<file path="src/rtl/adam_mioc.sv">
// adam_mioc -- memory/IO controller for the ADAM Z80 board.
//
// Decodes the buffered Z80 bus into DRAM strobes (RAS/CAS/MUX), ROM and
// expansion selects, and bus-buffer enables. Holds the memory-map (MAP) and
// control (CTRL) registers, distributes resets and handles the DMA bus
// request.
//
// Ports
//   B_PHI                      system clock, all flops use the rising edge
//   N_CVRST                    asynchronous active-high reset
//   PBRST_N                    pushbutton reset (synchronously clears MAP/CTRL)
//   BA15,BA14,BA13,BA7,BA6     buffered address bits
//   BD0..BD3                   buffered data bits
//   N_BWR,BRD_N                buffered write/read strobes (active low)
//   BMREQ_N,IORQ_N,BRFSH_N,BM1_N  buffered Z80 cycle strobes (active low)
//   WAIT_N,BUSAK_N,DMA_N,OS3_N bus wait, bus ack, DMA request, port-3 select
//   RA7                        DRAM row address bit 7 (refresh counter MSB)
//   RAS_N,CAS1_N,CAS2_N,MUX    DRAM strobes (CAS1 lower 32K, CAS2 upper 32K)
//   BOOTROMCS_N,AUXROMCS_N,AUXDECODE1_N  ROM / expansion selects
//   ADDRBUFEN_N,EN245_N        address buffer / data transceiver enables
//   BUSRQ_N                    registered Z80 bus request
//   RST_N,CPRST_N,NETRST_N     system / coprocessor / network resets
//   SPINDIS_N                  spinner disable
//   IS3_N                      qualified port-3 read select
module adam_mioc (
    input  logic B_PHI,
    input  logic N_CVRST,
    input  logic PBRST_N,
    input  logic BA15,
    input  logic BA14,
    input  logic BA13,
    input  logic BA7,
    input  logic BA6,
    input  logic BD0,
    input  logic BD1,
    input  logic BD2,
    input  logic BD3,
    input  logic N_BWR,
    input  logic BRD_N,
    input  logic BMREQ_N,
    input  logic IORQ_N,
    input  logic BRFSH_N,
    input  logic BM1_N,
    input  logic WAIT_N,
    input  logic BUSAK_N,
    input  logic DMA_N,
    input  logic OS3_N,
    output logic RA7,
    output logic RAS_N,
    output logic CAS1_N,
    output logic CAS2_N,
    output logic MUX,
    output logic BOOTROMCS_N,
    output logic AUXROMCS_N,
    output logic AUXDECODE1_N,
    output logic ADDRBUFEN_N,
    output logic EN245_N,
    output logic BUSRQ_N,
    output logic RST_N,
    output logic CPRST_N,
    output logic NETRST_N,
    output logic SPINDIS_N,
    output logic IS3_N
);

    // Cycle qualifiers
    logic mcyc;
    logic iow;
    logic rdwr;

    // Registered state
    logic [3:0] map_q,   map_d;
    logic [2:0] ctrl_q,  ctrl_d;
    logic [7:0] cnt_q,   cnt_d;
    logic       mux_q,   mux_d;
    logic       busrq_q, busrq_d;
    logic       rfsh_prev_q, rfsh_prev_d;

    // Decoded regions
    logic [1:0] map_lo;
    logic [1:0] map_hi;
    logic       int_lo;
    logic       int_hi;

    assign mcyc   = ~BMREQ_N & BRFSH_N;
    // BM1_N qualifier keeps interrupt-acknowledge cycles from writing registers.
    assign iow    = ~IORQ_N & BM1_N & ~N_BWR;
    assign rdwr   = ~BRD_N | ~N_BWR;
    assign map_lo = map_q[1:0];
    assign map_hi = map_q[3:2];

    always_comb begin
        map_d       = map_q;
        ctrl_d      = ctrl_q;
        mux_d       = mux_q;
        busrq_d     = busrq_q;
        cnt_d       = cnt_q;
        rfsh_prev_d = BRFSH_N;

        // Pushbutton reset takes priority over a simultaneous port write.
        if (!PBRST_N) begin
            map_d  = 4'b0000;
            ctrl_d = 3'b000;
        end else if (iow && !BA7) begin
            if (BA6) begin
                map_d = {BD3, BD2, BD1, BD0};
            end else begin
                ctrl_d = {BD2, BD1, BD0};
            end
        end

        // MUX rises one clock into a memory cycle; refresh cycles leave it alone
        // (BMREQ_N is low then, so it is neither set nor cleared).
        if (mcyc) begin
            mux_d = 1'b1;
        end else if (BMREQ_N) begin
            mux_d = 1'b0;
        end

        // Count completed refresh pulses (rising edge of BRFSH_N).
        if (!rfsh_prev_q && BRFSH_N) begin
            cnt_d = cnt_q + 8'd1;
        end

        // A pending WAIT holds off a new bus request; release is immediate.
        if (DMA_N) begin
            busrq_d = 1'b1;
        end else if (WAIT_N) begin
            busrq_d = 1'b0;
        end
    end

    always_ff @(posedge B_PHI or posedge N_CVRST) begin
        if (N_CVRST) begin
            map_q       <= 4'b0000;
            ctrl_q      <= 3'b000;
            mux_q       <= 1'b0;
            busrq_q     <= 1'b1;
            cnt_q       <= 8'd0;
            // Treat "no previous edge" as refresh inactive so leaving reset
            // never counts a spurious pulse.
            rfsh_prev_q <= 1'b1;
        end else begin
            map_q       <= map_d;
            ctrl_q      <= ctrl_d;
            mux_q       <= mux_d;
            busrq_q     <= busrq_d;
            cnt_q       <= cnt_d;
            rfsh_prev_q <= rfsh_prev_d;
        end
    end

    // Internal DRAM hit in each half. With lo=11 the OS7 ROM only covers
    // 0x0000-0x1FFF; the rest of the lower half is internal RAM.
    assign int_lo = mcyc & ~BA15 &
                    ((map_lo == 2'b01) | ((map_lo == 2'b11) & (BA14 | BA13)));
    assign int_hi = mcyc & BA15 & (map_hi == 2'b00);

    assign BOOTROMCS_N  = ~(mcyc & ~BA15 & (map_lo == 2'b00));
    assign AUXROMCS_N   = ~(mcyc & ~BA15 & (map_lo == 2'b11) & ~BA14 & ~BA13);
    assign AUXDECODE1_N = ~(mcyc & ((~BA15 & (map_lo == 2'b10)) |
                                    (BA15 & (map_hi != 2'b00))));

    assign RAS_N  = BMREQ_N;
    assign MUX    = mux_q;
    assign CAS1_N = ~(mux_q & int_lo & rdwr);
    assign CAS2_N = ~(mux_q & int_hi & rdwr);

    assign RA7 = ~BRFSH_N ? cnt_q[7] : BA7;

    assign BUSRQ_N = busrq_q;

    assign ADDRBUFEN_N = ~BUSAK_N;
    assign EN245_N     = ~(BUSAK_N & (mcyc | (~IORQ_N & BM1_N)));
    assign IS3_N       = OS3_N | BRD_N;

    assign RST_N     = ~(N_CVRST | ~PBRST_N);
    assign NETRST_N  = RST_N & ~ctrl_q[0];
    assign CPRST_N   = RST_N & ~ctrl_q[2];
    assign SPINDIS_N = ~ctrl_q[1];

endmodule

</file>
<file path="config.mk">
export PLATFORM = sky130hd
export DESIGN_NAME = adam_mioc
export DESIGN_NICKNAME = d
export VERILOG_FILES = /design/src/rtl/adam_mioc.sv
export SDC_FILE = /design/constraint.sdc
export NUM_CORES = 1
export LEC_CHECK = 0
export ABC_CLOCK_PERIOD_IN_PS = 1750
export BUFFER_PORTS_ARGS = -buffer_cell sky130_fd_sc_hd__buf_2
export CELL_PAD_IN_SITES_DETAIL_PLACEMENT = 1
export CELL_PAD_IN_SITES_GLOBAL_PLACEMENT = 1
export CORE_MARGIN = 5
export CORE_UTILIZATION = 34
export CTS_CLUSTER_SIZE = 25
export DETAILED_ROUTE_END_ITERATION = 10
export PLACE_DENSITY_LB_ADDON = 0.08
export SYNTH_ARGS = -nofsm -noshare
export SYNTH_HDL_FRONTEND = slang
export SYNTH_SLANG_ARGS = --single-unit
</file>
<file path="constraint.sdc">
create_clock -name B_PHI -period 1.75 [get_ports B_PHI]
set_clock_uncertainty 0.1 [all_clocks]
set_input_delay 0.0875 -clock B_PHI [delete_from_list [all_inputs] [get_ports B_PHI]]
set_output_delay 0.0875 -clock B_PHI [all_outputs]
set_load 0.01 [all_outputs]
</file>
Word level (Yosys, flattened, before mapping):

Index checks and enable logic that the tools add are counted.
Widths: inputs -> output; s select.

* logic and storage cells: 83
* output and inout port bits: 16
* flip-flop bits (word level): 18
* input bits: 22

* reductions and logical operators: 11
* add/subtract/negate cells: 1
* bitwise logic cells: 48
* equal/unequal tests: 6
* multiplexer cells: 11

Operator list (count)
* $and 1x1->1: 22
* $not 1->1: 19
* $mux 4: 3
* $mux 3: 3
* $add 8x1->8 const B: 1
* $or 1x1->1: 7
* $reduce_bool 2->1: 3
* $mux 1: 5
* $eq 2x2->1 const B: 2
* $logic_not 2->1: 2
* $ne 2x1->1 const B: 2
* $reduce_and 2->1: 2
* $eq 2x1->1 const B: 1
* $logic_and 1x1->1: 2
* $logic_not 1->1: 2
* $ne 2x2->1 const B: 1

Longest topological paths before layout:

* word-level depth: 7
* depth in mapped cells: 3
* mapped depth without buffers: 3

Least setup slack after synthesis:

OpenSTA, ideal clock, no wires.

* path type: flip-flop to flip-flop
* start: reg rfsh_prev_q
* end: reg cnt_q[1]
* arrival: 1.016 ns
* period minus slack after synthesis: 1.244 ns
* library setup time: 0.128 ns
* stages on the path, launching flop included: 3
* slack: 0.506 ns
* cells stage by stage: dfstp_2 -> and2b_1 -> mux2_1

* cells in the longest elaborated chain, start to end: 2

Ends and longest elaborated chain
* start, declared: RTL line 77 `logic rfsh_prev_q, rfsh_prev_d;`
* start signal, assigned: RTL line 149 `rfsh_prev_q <= rfsh_prev_d;`
* $logic_not 1->1: RTL line 121 `if (!rfsh_prev_q && BRFSH_N) begin`
* $logic_and 1x1->1: RTL line 121
* end signal, assigned: RTL line 148 `cnt_q <= cnt_d;`
* end, declared: RTL line 74 `logic [7:0] cnt_q, cnt_d;`

No other way between the ends.
A chain may end at the register's enable or synchronous reset.

Final worst setup path:

* start: reg map_q[1]
* end: out BOOTROMCS_N

* cells in the longest elaborated chain, start to end: 3

Ends and longest elaborated chain
* start, declared: RTL line 72 `logic [3:0] map_q, map_d;`
* start signal, assigned: RTL line 144 `map_q <= map_d;`
* $logic_not 2->1: RTL line 159 `assign BOOTROMCS_N = ~(mcyc & ~BA15 & (map_lo == 2'b00));`
* $and 1x1->1: RTL line 159
* $not 1->1: RTL line 159
* end, declared: RTL line 53 `output logic BOOTROMCS_N,`

No other way between the ends.

==> results.toml <==
[logic_synthesis]
synth.area.top_cells = "dfrtp_1 44%, dfstp_2 5.8%, xnor2_1 5.8%"
yosysTopAreaCellShare_pct = 44.1
synthArstFlopShare_pct = 100
yosys_register_bits = 18
synth_edf_count = 0
ys.flop_type = "dfrtp_1"
synth_area_um2 = 907
yosysTopAreaCell = "dfrtp_1"
avgSynthCellArea_um2 = 9.97
ys_types = 27
synth_nets = 114
synthCells = 91
seq_area_frac_synth_pct = 49.9
synth_warnings = 0

[status]
status = "complete, no violations"

[setup_path]
start_kind = "flop"
r2r_end = "BUSRQ_N"
critPathMaxFanout = 5
reg2reg_slack_ns = 0.43
endpoint_kind = "primary output"
crit_type = "reg2out"
r2r-start = "BUSRQ_N"
critPathRequiredTime_ns = 1.56
cp.arrival_ns = 1.40
reg2regPathDepth = 2

[hold_path]
min_to = "map_q[0]"
min_path_cells = 3
min_from = "BA6"
hp-class = "in2reg"

[global_routing]
grt_usage_pct = 14.1
antenna_found_initial = 0
grt_max_degree = 19
grt_pass1_vias = 883
globalRouteOverflowTotal = 0
grt_pass1_wl_um = 3940

[cts]
worst_skew_pair.late_latency_ns = 0.30
clkSinkCount = 18
cts_buffers = 3
path_clk_slew_ns = 0.10
cts_root_buffer = "clkbuf_4"
cts_tree = "yes"
cts_buffer_depth = 2
htree_levels = 1
cts_resized = 0

[floorplan]
initial_core_util_pct = 36.0
ios = 38
die_area_um2 = 3800
coreArea_um2 = 2520
die_h_um = 61.7
fp-row-count = 18
die_w_um = 61.7

[cells_and_area]
utilization_pct = 51.0
num-nets-final = 168
drive_gt1_share_pct = 31.9
diodes = 0
syn_to_final_growth_pct = 41.8
design_area_um2 = 1290

[power_and_ir_drop]
switching_share_pct = 29.8
pwr-share-comb_pct = 21.2
p_sw_uw = 314
p_leak_nw = 0.601
internal-power_uw = 738
pwr-share-seq_pct = 53.6
pwr-share-clk_pct = 25.2
power_density_nw_per_um2 = 817
ir_worst_vdd_v = 0.000504

[sta]
min_period_over_period_pct = 90.7
fmax_ghz = 0.630
final.setup.worst_slack_ns = 0.163
drv_slew = 0
worstMarginPinSlew_ns = 0.423
maxSlewHeadroom_pct = 71.7
setup_viol = 0
finalSetupTns_ns = 0
rsz0062_at_grt = "no"
min_period_ns = 1.59
hold_violations = 0

[placement]
routabilityCongestion = 0.705
dp_hpwl_um = 1810
pre_cts_slack_ns = 0.454
dpl-instance-area_um2 = 1130
io_buffers = 37

[drt]
num_vias = 863
drc = 0
drt-wirelength-per-cell_um = 13.8
drtIter0Drc = 19
wl_um = 2390
drtAntennaViolNets = 0
vias_per_cell = 4.96
dr.pass1.iters = 4

[flow_run]
cap_violations = 0
## cell families after synthesis
family,count (synthesis),synth area share [%]
XOR/XNOR,7,6.76
adder cells (fa/ha/maj),1,1.38
flip-flops,18,49.9
buffers and inverters,8,3.72
AND/OR/NAND/NOR,36,24.7
AO/OA/AOI/OAI,19,11.0
multiplexers,2,2.48
## repair_timing
item	CTS	global route
buffers inserted	0	0
hold endpoints to repair	28	0
hold buffers	12	0
## metal layers
metal | part of all wire (%) | global-route usage [%] | vias to the layer above
met4 | 1.3 | 5.45 | 0
met1 | 43 | 17.9 | 400
met2 | 46 | 23.5 | 34
met5 | 0 | 0 | -
met3 | 9.6 | 2.73 | 3
li1 | - | - | 426
## registers in the layout, indices dropped and copies added (netlist names)
| name | flops |
|---|---|
| BUSRQ_N | 1 |
| MUX | 1 |
| cnt_q | 8 |
| ctrl_q | 3 |
| map_q | 4 |
| rfsh_prev_q | 1 |
## area by class of cell
type                    count  area, µm²
clock buffers               4       36.3
fillers                   315       1240
inverters                   7       26.3
multi-input cells          65        420
flip-flops and latches     18        453
well taps                  30       37.5
repair buffers             50        313
## cells in the mapped netlist (2+ instances only)
cell type	instances
nand4_1	5
a21oi_1	7
dfrtp_1	16
mux2_1	2
dfstp_2	2
nand3_1	9
nor2_1	6
nand2_1	5
o21ai_1	9
inv_1	7
xnor2_1	6
and2b_1	2
## layout by cell type (no fill, tap or decap), drive strengths merged
master	netlist	final
and2b	2	2
dfstp	2	2
or4b	2	2
nor4b	1	1
nand3	9	9
buf	1	38
and3	1	1
inv	7	7
and4b	1	1
xnor2	6	6
clkbuf	0	4
nor2b	1	1
a21o	1	1
or2	1	1
dlygate4sd3	0	12
a21oi	7	7
o21ai	10	10
mux2	2	2
nor2	6	6
nand4	5	5
nand2	5	5
dfrtp	16	16
ha	1	1
xor2	1	1
and3b	1	1
a21boi	1	1
nand2b	1	1
## power by group through the flow
stage | Combinational (mW) | Sequential (mW) | Clock [mW]
after floorplan | 0.129 | 0.555 | 0
after global placement | 0.193 | 0.569 | 0
after detailed placement | 0.211 | 0.569 | 0
after CTS | 0.226 | 0.563 | 0.276
after global routing | 0.256 | 0.577 | 0.291
final | 0.223 | 0.563 | 0.265
## worst max path at each step
stage                start          end  slack [ns]  depth (start not counted)
3_3_place_gp         N_BWR    ctrl_q[0]        0.50                          4
2_1_floorplan  rfsh_prev_q     cnt_q[1]        0.51                          2
6_report          map_q[1]  BOOTROMCS_N        0.16                          2
4_1_cts           map_q[1]  BOOTROMCS_N        0.14                          2
5_1_grt           map_q[1]  BOOTROMCS_N        0.11                          2
3_5_place_dp   rfsh_prev_q     cnt_q[1]        0.45                          2
## metrics by stage
| step | hold WS, ns | power (mW) | instances |
|---|---|---|---|
| floorplan | -0.0670 | 0.684 | 91 |
| global placement | 0.0347 | 0.761 | 158 |
| detailed placement | 0.0490 | 0.779 | 158 |
| CTS | 0.0247 | 1.06 | 174 |
| global route | 0.0516 | 1.12 | 174 |
| finish | 0.0361 | 1.05 | 174 |
## critical path: stages, from the launching register on
cell,delay (ns)
dfrtp_1,0.43
or4b_1,0.52
buf_2,0.15
(Power assumes the default switching activity.)
